===== config.mk =====
export PLATFORM = sky130hd
export DESIGN_NAME = coin_dispenser_flat
export DESIGN_NICKNAME = d
export VERILOG_FILES = /design/src/rtl/coin_dispenser_if.sv /design/src/rtl/coin_dispenser.sv /design/src/flat_wrapper.sv
export SDC_FILE = /design/constraint.sdc
export NUM_CORES = 1
export LEC_CHECK = 0
export ABC_AREA = 1
export CORE_ASPECT_RATIO = 1.1
export CORE_MARGIN = 4
export CORE_UTILIZATION = 56
export DETAILED_ROUTE_END_ITERATION = 8
export HOLD_SLACK_MARGIN = 0.02
export PLACE_DENSITY = 0.91
export RECOVER_POWER = 50
export SKIP_LAST_GASP = 1
export SLEW_MARGIN = 20
export SYNTH_ARGS = -nofsm -noshare
export SYNTH_HDL_FRONTEND = slang
export SYNTH_SLANG_ARGS = --single-unit

===== constraint.sdc =====
create_clock -name clk -period 2.2 [get_ports clk]
set_input_delay 0.33 -clock clk [delete_from_list [all_inputs] [get_ports clk]]
set_output_delay 0.33 -clock clk [all_outputs]
set_load 0.05 [all_outputs]

===== src/rtl/coin_dispenser_if.sv =====
// Handshake bundle between the vending controller / mechanism drivers and the
// coin dispenser. The master side drives requests and mechanical acks; the
// slave side (the dispenser) drives pulses, status and inventories.
interface coin_dispenser_if #(
    parameter int INV_W = 8
);
    logic [1:0]       change;
    logic             done;
    logic             vend_ack;
    logic             coin_drop;
    logic             refill;
    logic             fault_clr;
    logic             vend_req;
    logic             eject5;
    logic             eject10;
    logic             busy;
    logic             fault;
    logic             short_change;
    logic             overrun;
    logic [INV_W-1:0] cnt5;
    logic [INV_W-1:0] cnt10;

    modport master (
        output change, done, vend_ack, coin_drop, refill, fault_clr,
        input  vend_req, eject5, eject10, busy, fault, short_change, overrun,
               cnt5, cnt10
    );

    modport slave (
        input  change, done, vend_ack, coin_drop, refill, fault_clr,
        output vend_req, eject5, eject10, busy, fault, short_change, overrun,
               cnt5, cnt10
    );
endinterface


===== src/rtl/coin_dispenser.sv =====
// Coin dispenser: turns vend transactions into a product-release pulse followed
// by one-at-a-time coin ejects, tracks hopper inventories, substitutes two 5s
// for a missing 10, and faults when a mechanical ack does not arrive in time.
// Every output is a register; pulses are computed from the current state and
// land one edge after the state that issues them.
module coin_dispenser #(
    parameter int INV_W   = 8,
    parameter int INIT_5  = 20,
    parameter int INIT_10 = 10,
    parameter int TIMEOUT = 15
) (
    input logic              clk,
    input logic              rst,
    coin_dispenser_if.slave  bus
);
    typedef enum logic [2:0] {IDLE, VEND, VEND_WAIT, PICK, EJ_WAIT, FAULT} state_t;

    localparam logic [INV_W-1:0] INIT5_V  = INV_W'(INIT_5);
    localparam logic [INV_W-1:0] INIT10_V = INV_W'(INIT_10);
    // Timer starts at 0 on the pulse edge, so the fault edge is when it already
    // holds TIMEOUT-1.
    localparam logic [7:0]       TMO_LAST = 8'(TIMEOUT - 1);
    localparam logic [INV_W-1:0] ONE      = INV_W'(1);

    state_t           state, state_d;
    logic [7:0]       timer, timer_d;
    logic [1:0]       units, units_d;
    logic             ctype10, ctype10_d;
    logic             pend_valid, pend_valid_d;
    logic             pend_vend, pend_vend_d;
    logic [1:0]       pend_units, pend_units_d;
    logic [INV_W-1:0] cnt5_q, cnt5_d, cnt10_q, cnt10_d;
    logic             short_q, short_d, over_q, over_d;
    logic             vend_req_q, vend_req_d, ej5_q, ej5_d, ej10_q, ej10_d;
    logic             busy_q, busy_d, fault_q, fault_d;

    logic             req;
    logic [1:0]       req_units;
    logic             job_go, job_vend;
    logic [1:0]       job_units;

    // Request decode: 11 on change is treated as no change.
    always_comb begin
        req_units = 2'd0;
        if (bus.change == 2'b01) req_units = 2'd1;
        if (bus.change == 2'b10) req_units = 2'd2;
        req = bus.done | (req_units != 2'd0);
    end

    // Next-state, datapath and registered-output values.
    always_comb begin
        state_d      = state;
        timer_d      = timer;
        units_d      = units;
        ctype10_d    = ctype10;
        pend_valid_d = pend_valid;
        pend_vend_d  = pend_vend;
        pend_units_d = pend_units;
        cnt5_d       = cnt5_q;
        cnt10_d      = cnt10_q;
        short_d      = short_q;
        over_d       = over_q;
        vend_req_d   = 1'b0;
        ej5_d        = 1'b0;
        ej10_d       = 1'b0;
        job_go       = 1'b0;
        job_vend     = 1'b0;
        job_units    = 2'd0;

        case (state)
            IDLE: begin
                // Pending job first; a live request in the same cycle refills the slot.
                if (pend_valid) begin
                    job_go       = 1'b1;
                    job_vend     = pend_vend;
                    job_units    = pend_units;
                    pend_valid_d = req;
                    pend_vend_d  = bus.done;
                    pend_units_d = req_units;
                end else if (req) begin
                    job_go    = 1'b1;
                    job_vend  = bus.done;
                    job_units = req_units;
                end else if (bus.refill) begin
                    cnt5_d  = INIT5_V;
                    cnt10_d = INIT10_V;
                end
                if (job_go) begin
                    units_d = job_units;
                    state_d = job_vend ? VEND : PICK;
                end
            end
            VEND: begin
                vend_req_d = 1'b1;
                timer_d    = 8'd0;
                state_d    = VEND_WAIT;
            end
            VEND_WAIT: begin
                if (bus.vend_ack)          state_d = (units != 2'd0) ? PICK : IDLE;
                else if (timer == TMO_LAST) state_d = FAULT;
                else                        timer_d = timer + 8'd1;
            end
            PICK: begin
                if (units == 2'd0) begin
                    state_d = IDLE;
                end else if (units == 2'd2 && cnt10_q != '0) begin
                    ej10_d    = 1'b1;
                    ctype10_d = 1'b1;
                    timer_d   = 8'd0;
                    state_d   = EJ_WAIT;
                end else if (cnt5_q != '0) begin
                    ej5_d     = 1'b1;
                    ctype10_d = 1'b0;
                    timer_d   = 8'd0;
                    state_d   = EJ_WAIT;
                end else begin
                    short_d = 1'b1;
                    units_d = 2'd0;
                    state_d = IDLE;
                end
            end
            EJ_WAIT: begin
                if (bus.coin_drop) begin
                    if (ctype10) begin
                        if (cnt10_q != '0) cnt10_d = cnt10_q - ONE;
                        units_d = (units >= 2'd2) ? units - 2'd2 : 2'd0;
                    end else begin
                        if (cnt5_q != '0) cnt5_d = cnt5_q - ONE;
                        units_d = (units >= 2'd1) ? units - 2'd1 : 2'd0;
                    end
                    state_d = PICK;
                end else if (timer == TMO_LAST) begin
                    state_d = FAULT;
                end else begin
                    timer_d = timer + 8'd1;
                end
            end
            FAULT: begin
                pend_valid_d = 1'b0;
                units_d      = 2'd0;
                if (req) over_d = 1'b1;
                if (bus.fault_clr) state_d = IDLE;
            end
            default: state_d = IDLE;
        endcase

        // Requests arriving mid-job are parked in the single slot or lost.
        if (req && state != IDLE && state != FAULT) begin
            if (pend_valid) begin
                over_d = 1'b1;
            end else begin
                pend_valid_d = 1'b1;
                pend_vend_d  = bus.done;
                pend_units_d = req_units;
            end
        end

        busy_d  = (state_d != IDLE);
        fault_d = (state_d == FAULT);
    end

    // State, datapath and output registers; reset aborts any job immediately.
    always_ff @(posedge clk or posedge rst) begin
        if (rst) begin
            state      <= IDLE;
            timer      <= 8'd0;
            units      <= 2'd0;
            ctype10    <= 1'b0;
            pend_valid <= 1'b0;
            pend_vend  <= 1'b0;
            pend_units <= 2'd0;
            cnt5_q     <= INIT5_V;
            cnt10_q    <= INIT10_V;
            short_q    <= 1'b0;
            over_q     <= 1'b0;
            vend_req_q <= 1'b0;
            ej5_q      <= 1'b0;
            ej10_q     <= 1'b0;
            busy_q     <= 1'b0;
            fault_q    <= 1'b0;
        end else begin
            state      <= state_d;
            timer      <= timer_d;
            units      <= units_d;
            ctype10    <= ctype10_d;
            pend_valid <= pend_valid_d;
            pend_vend  <= pend_vend_d;
            pend_units <= pend_units_d;
            cnt5_q     <= cnt5_d;
            cnt10_q    <= cnt10_d;
            short_q    <= short_d;
            over_q     <= over_d;
            vend_req_q <= vend_req_d;
            ej5_q      <= ej5_d;
            ej10_q     <= ej10_d;
            busy_q     <= busy_d;
            fault_q    <= fault_d;
        end
    end

    assign bus.vend_req     = vend_req_q;
    assign bus.eject5       = ej5_q;
    assign bus.eject10      = ej10_q;
    assign bus.busy         = busy_q;
    assign bus.fault        = fault_q;
    assign bus.short_change = short_q;
    assign bus.overrun      = over_q;
    assign bus.cnt5         = cnt5_q;
    assign bus.cnt10        = cnt10_q;
endmodule

===== src/flat_wrapper.sv =====
// flat-port wrapper written by rule: the top's interface ports become plain ports
module coin_dispenser_flat 
#(
    parameter int INV_W   = 8,
    parameter int INIT_5  = 20,
    parameter int INIT_10 = 10,
    parameter int TIMEOUT = 15
)
  (clk, rst, bus_change, bus_done, bus_vend_ack, bus_coin_drop, bus_refill, bus_fault_clr, bus_vend_req, bus_eject5, bus_eject10, bus_busy, bus_fault, bus_short_change, bus_overrun, bus_cnt5, bus_cnt10);
  coin_dispenser_if #(.INV_W(INV_W)) bus_i ();
  input logic clk;
  input logic rst;
  input wire logic [$bits(bus_i.change)-1:0] bus_change;
  input wire logic [$bits(bus_i.done)-1:0] bus_done;
  input wire logic [$bits(bus_i.vend_ack)-1:0] bus_vend_ack;
  input wire logic [$bits(bus_i.coin_drop)-1:0] bus_coin_drop;
  input wire logic [$bits(bus_i.refill)-1:0] bus_refill;
  input wire logic [$bits(bus_i.fault_clr)-1:0] bus_fault_clr;
  output wire logic [$bits(bus_i.vend_req)-1:0] bus_vend_req;
  output wire logic [$bits(bus_i.eject5)-1:0] bus_eject5;
  output wire logic [$bits(bus_i.eject10)-1:0] bus_eject10;
  output wire logic [$bits(bus_i.busy)-1:0] bus_busy;
  output wire logic [$bits(bus_i.fault)-1:0] bus_fault;
  output wire logic [$bits(bus_i.short_change)-1:0] bus_short_change;
  output wire logic [$bits(bus_i.overrun)-1:0] bus_overrun;
  output wire logic [$bits(bus_i.cnt5)-1:0] bus_cnt5;
  output wire logic [$bits(bus_i.cnt10)-1:0] bus_cnt10;
  assign bus_i.change = bus_change;
  assign bus_i.done = bus_done;
  assign bus_i.vend_ack = bus_vend_ack;
  assign bus_i.coin_drop = bus_coin_drop;
  assign bus_i.refill = bus_refill;
  assign bus_i.fault_clr = bus_fault_clr;
  assign bus_vend_req = bus_i.vend_req;
  assign bus_eject5 = bus_i.eject5;
  assign bus_eject10 = bus_i.eject10;
  assign bus_busy = bus_i.busy;
  assign bus_fault = bus_i.fault;
  assign bus_short_change = bus_i.short_change;
  assign bus_overrun = bus_i.overrun;
  assign bus_cnt5 = bus_i.cnt5;
  assign bus_cnt10 = bus_i.cnt10;
  coin_dispenser #(.INV_W(INV_W), .INIT_5(INIT_5), .INIT_10(INIT_10), .TIMEOUT(TIMEOUT)) u_core (.clk(clk), .rst(rst), .bus(bus_i));
endmodule

* After elaboration in Yosys (flattened, before gate mapping)
Cells that the tools add are included.
** Storage, ports and cells
- Output and inout bits :: 23
- Register bits after elaboration :: 41
** Cells by class
- Bitwise logic cells :: 4
- Reductions and logical operators :: 21
- Muxes and demuxes :: 77
- Order comparisons :: 2
- Eq/ne operators :: 26
- Add/sub/neg operators :: 5
** Operators by type and width (count)
- 8-bit 2-to-1 mux :: 18
- 2-bit 2-to-1 mux :: 17
- 8-bit case mux with 2 select lines :: 2
- 8-bit case mux with 4 select lines :: 1
- 1-bit 2-to-1 mux :: 28
- 3-bit 2-to-1 mux :: 8
- 2-bit != test (second input constant) :: 10
- 3-bit case mux with 6 select lines :: 1
- 8-bit nonzero test :: 2
- 8-bit by 1-bit subtractor with 8-bit output (second input constant) :: 2
- 7-bit AND reduction :: 2
- 3-bit equality test (second input constant) :: 3
- 8-bit by 1-bit adder with 8-bit output (second input constant) :: 1
- 8-bit by 4-bit equality test with 1-bit output (second input constant) :: 1
- 2-bit by 1-bit != test with 1-bit output (second input constant) :: 4
- 2-bit case mux with 4 select lines :: 1
- 2-bit nonzero test :: 4
- 4-bit nonzero test :: 2
- 3-bit by 2-bit equality test with 1-bit output (second input constant) :: 2
- 6-bit AND reduction :: 1
- 3-bit nonzero test :: 2
- 5-bit AND reduction :: 1
- 2-bit equality test (second input constant) :: 2
- 4-bit AND reduction :: 1
- other kinds (15) :: 19

* Longest topological paths before layout
- Depth after elaboration :: 12
- Mapped depth :: 11

* Worst setup path after synthesis
OpenSTA, ideal clock, no wires.
- Path type :: flip-flop to flip-flop
- Start point :: register u_core.cnt5_q[0], in the netlist u_core.bus.cnt5[0]
- End point :: register u_core.cnt5_q[1], in the netlist u_core.bus.cnt5[1]
- Cell stages (with the launch flop) :: 9
- Setup time :: 0.128 ns
- Data required time :: 2.072 ns
- Buffers on the path :: 0
- Data arrival time :: 1.659 ns
- Path slack :: 0.413 ns
- Cells stage by stage :: dfrtp_1 -> inv_1 -> ha_1 -> nand2_1 -> nor2_1 -> nor2_1 -> nor2_1 -> nor2_4 -> o21ai_0
** On the way
- Word-level cells in the longest chain between the ends :: 5
- Elaborated cells on any way between the ends :: 8
- Those cells by class :: 1 x add/sub; 1 x eq/ne; 4 x mux; 2 x reduce/logical
** RTL lines
- start: declaration :: RTL line coin_dispenser.sv:32 : logic [INV_W-1:0] cnt5_q, cnt5_d, cnt10_q, cnt10_d;
- start signal: assignment :: RTL line coin_dispenser.sv:189 : cnt5_q <= cnt5_d;
- 8-bit by 1-bit subtractor with 8-bit output :: RTL line coin_dispenser.sv:128 : if (cnt5_q != '0) cnt5_d = cnt5_q - ONE;
- 8-bit 2-to-1 mux :: RTL line coin_dispenser.sv:128
- 8-bit 2-to-1 mux :: RTL line coin_dispenser.sv:124 : if (ctype10) begin
- 8-bit 2-to-1 mux :: RTL line coin_dispenser.sv:123 : if (bus.coin_drop) begin
- 8-bit case mux with 2 select lines :: RTL line coin_dispenser.sv:70 : case (state)
Several ways; a longest one is shown, not always the timed one. The select of a mux whose other input is x is not followed.
A chain may end at the register's enable or synchronous reset.

* Worst setup path after layout
- Start point :: register u_core.cnt10_q[1], in the netlist u_core.bus.cnt10[1]
- End point :: output port bus_cnt10[1]
** RTL lines
- start: declaration :: RTL line coin_dispenser.sv:32
- start signal: assignment :: RTL line coin_dispenser.sv:190 : cnt10_q <= cnt10_d;
- end: declaration :: RTL line flat_wrapper.sv:27 : output wire logic [$bits(bus_i.cnt10)-1:0] bus_cnt10;
No word-level cell between the ends.

==> results_tabular.tex <==
\begin{tabular}{lr}
\hline
Metric & Value \\
\hline
\multicolumn{2}{l}{\textbf{Place}} \\
Cell area after placement & 2960 um\^{}2 \\
Post-detail-place hpwl & 4.35 mm \\
I/O Buffers & 31 \\
Gp weighted congestion & 0.900 \\
Placed Instances & 453 \\
Worst setup timing slack at the placement stage & 0.136 ns \\
\multicolumn{2}{l}{\textbf{Yosys}} \\
Number of flops mapped to enable cells by yosys & 0 \\
Count of unique library cells instantiated by Yosys & 31 \\
Register area share after synthesis & 39.8\% \\
Most numerous cell types in the synthesized netlist & 115 x nand2\_1, 54 x nor2\_1, 47 x inv\_1 \\
Post-synth design cell area & 2590 um\^{}2 \\
Synth warn & 0 \\
Area contributors post-synth & dfrtp\_1 36\%, nand2\_1 17\%, nor2\_1 7.8\%, inv\_1 6.8\%, nand3\_1 5.6\% \\
Flop and latch count out of synthesis & 41 \\
Fraction of synthesis flops using an asynchronous set or reset pin & 100\% \\
Synthesized Nets & 385 \\
Largest area contributor in the netlist & dfrtp\_1 \\
Top-count cell post-synth & nand2\_1 \\
Most common flop cell mapped by yosys & dfrtp\_1 \\
Mean post-synth cell area & 7.00 um\^{}2 \\
Post-synthesis cell count & 370 \\
Portion of synthesized cell area occupied by the leading cell type & 35.7\% \\
\multicolumn{2}{l}{\textbf{Critical path}} \\
Cells along the critical path & clkdlybuf4s50\_1 \\
Critical Path End Type & output port \\
CP top delay family & buffers and inverters \\
Beginning of the worst register-to-register path & u\_core.state[1] \\
Data arrival, critical path & 1.68 ns \\
Crit path largest cell delay & 0.82 ns \\
Critical setup path kind & reg2out \\
Crit path required time & 1.87 ns \\
Slowest library cell on the worst path & clkdlybuf4s50\_1 \\
Largest fanout of any net on the critical path & 4 \\
Startpoint type of the worst setup path & flop \\
Worst setup path startpoint & u\_core.bus.cnt10[1] \\
Bufs and invs on worst path & 1 \\
\multicolumn{2}{l}{\textbf{Final layout}} \\
Synth-to-Final Area Change & 17.4\% \\
Fraction of final layout cells sized beyond drive strength 1 & 7.13\% \\
Post-layout nets & 421 \\
Final Cell Area & 3040 um\^{}2 \\
Finished Layout Cells & 461 \\
Number of diodes & 0 \\
\multicolumn{2}{l}{\textbf{Global routing}} \\
Wire length of the first global-routing pass & 10.3 mm \\
Total track usage & 22.6\% \\
Antenna violations before repair & 0 \\
Met2 GRT Util & 39.7\% \\
Via count of the first global-routing pass & 2454 \\
Global-route congestion overflow total & 0 \\
Global-route met1 utilization & 25.9\% \\
GRT busiest layer & met2 \\
Pin count of the biggest net entering global routing & 42 \\
Global-route track usage on met3 & 4.68\% \\
\multicolumn{2}{l}{\textbf{CTS}} \\
Largest buffer count on any clock path & 2 \\
Post-cts sizing count & 0 \\
Number of clock sinks seen by CTS & 41 \\
Clock tree root buffer cell & clkbuf\_8 \\
H-Tree Level Count & 2 \\
Setup Fix Bufs, Post-CTS & 0 \\
TritonCTS clock tree & built \\
Quantity of hold-fixing buffers added after cts & 0 \\
Total CTS buffers & 5 \\
Clock transition at path regs & 0.07 ns \\
Clock latency on the worst-skew pair & 0.30 ns \\
\multicolumn{2}{l}{\textbf{Timing}} \\
Hold slack & 0.494 ns \\
Max Clock Skew & 0.0120 ns \\
Slew at the pin with the worst max-slew slack & 1.02 ns \\
Worst slew slack as a fraction of its limit & 32.3\% \\
Final Max Slew Viols & 0 \\
Final setup slack of the worst path & 0.193 ns \\
Achievable frequency & 0.498 GHz \\
Min Clock Period, post-route & 2.01 ns \\
Fin crit share & 91.2\% \\
Setup\_tns & 0 ns \\
Number of failing setup endpoints in the final timing report & 0 \\
Number of hold violations in the final report & 0 \\
RSZ-0062 raised after global routing & no \\
\multicolumn{2}{l}{\textbf{Die}} \\
Placeable Area & 4380 um\^{}2 \\
Die H & 79.3 um \\
DIE AREA & 5780 um\^{}2 \\
Horizontal extent of the die & 72.8 um \\
Core Rows & 25 \\
Ports placed on the boundary & 32 \\
Initial Utilization & 59.1\% \\
\multicolumn{2}{l}{\textbf{Drt}} \\
Total wire length & 5.97 mm \\
Final antenna-violating net count & 0 \\
DR pass1 iterations & 5 \\
DR vias & 2495 \\
DRC violation total after the first TritonRoute iteration & 246 \\
Average vias per placed instance & 5.41 \\
DR DRC count & 0 \\
Routed wirelength normalized by instance count & 12.9 um \\
\multicolumn{2}{l}{\textbf{Job}} \\
Max-cap violation count & 0 \\
\multicolumn{2}{l}{\textbf{Outcome}} \\
Run status & completed \\
\multicolumn{2}{l}{\textbf{Power and ir drop}} \\
Largest voltage drop on the vdd net & 0.000702 V \\
Static Leakage & 1.59 nW \\
Total power density per cell area & 1500 nW/um\^{}2 \\
\multicolumn{2}{l}{\textbf{Hold path}} \\
Class of the worst hold path & reg2reg \\
Worst hold path startpoint & u\_core.bus.overrun \\
\hline
\end{tabular}
==> sequential cells by signal, indices dropped and copies added (netlist names), 2 cells and up <==
signal / count
u_core.timer: 8
u_core.bus.cnt10: 8
u_core.pend_units: 2
u_core.state: 3
u_core.units: 2
u_core.bus.cnt5: 8
==> stage by stage <==
step	total power (W)	utilization, %
2_1_floorplan	0.00335	-
3_3_place_gp	0.00394	67.6
3_5_place_dp	0.00405	67.6
4_1_cts	0.00459	69.7
5_1_grt	0.00495	69.5
6_report	0.00458	69.5
==> area by class of cell <==
class,count,area [um^2]
Clock buffer,8,90.1
Multi-Input combinational cell,274,1340
Inverter,51,194
Fill cell,351,1340
Sequential cell,41,1030
Tap cell,54,67.6
Timing Repair Buffer,33,323
==> where the power goes <==
group,internal (W),leakage [nW],total (W),switching [W]
combinational,0.000876,1.02,0.00278,0.00190
sequential,0.00102,0.530,0.00129,0.000267
clock,0.000256,0.0455,0.000510,0.000254
==> metal layers <==
| metal | part of all wire (%) | routed length, um | up-vias |
|---|---|---|---|
| met4 | 2.6 | 156 | 0 |
| li1 | - | - | 1214 |
| met1 | 41 | 2470 | 1161 |
| met2 | 50 | 2960 | 100 |
| met5 | 0 | 0 | - |
| met3 | 6.4 | 382 | 20 |
==> cells by family after synthesis <==
| group | count (synthesis) | share of synthesized area [%] |
|---|---|---|
| buf+inv | 55 | 8.36 |
| fa+ha+maj | 6 | 2.90 |
| flops | 41 | 39.8 |
| simple gates | 217 | 36.0 |
| compound gates | 38 | 8.55 |
| xor+xnor | 13 | 4.40 |
==> cells in the final DEF, fill, tap and decap left out, types with 6 or more instances in the layout <==
cell type | netlist | final
nand2_1 | 115 | 116
nor2_1 | 54 | 54
inv_1 | 47 | 48
dfrtp_1 | 37 | 37
nand3_1 | 29 | 29
clkdlybuf4s50_1 | 0 | 27
o21ai_0 | 22 | 22
xor2_1 | 11 | 11
a21oi_1 | 7 | 7
ha_1 | 6 | 6
clkbuf_8 | 0 | 6
==> final timing paths <==
| path | end | slack (ns) | cells past startpoint |
|---|---|---|---|
| max | bus_cnt10[1] | 0.19 | 1 |
| min | u_core.bus.overrun | 0.49 | 2 |
| max reg2reg | u_core.bus.cnt10[7] | 0.37 | 8 |
| min reg2reg | u_core.bus.overrun | 0.49 | 2 |
| max in group asynchronous | u_core.units[1] | 0.79 | 3 |
| min in group asynchronous | u_core.timer[6] | 0.78 | 3 |
Power figures use the tool's default switching activity.
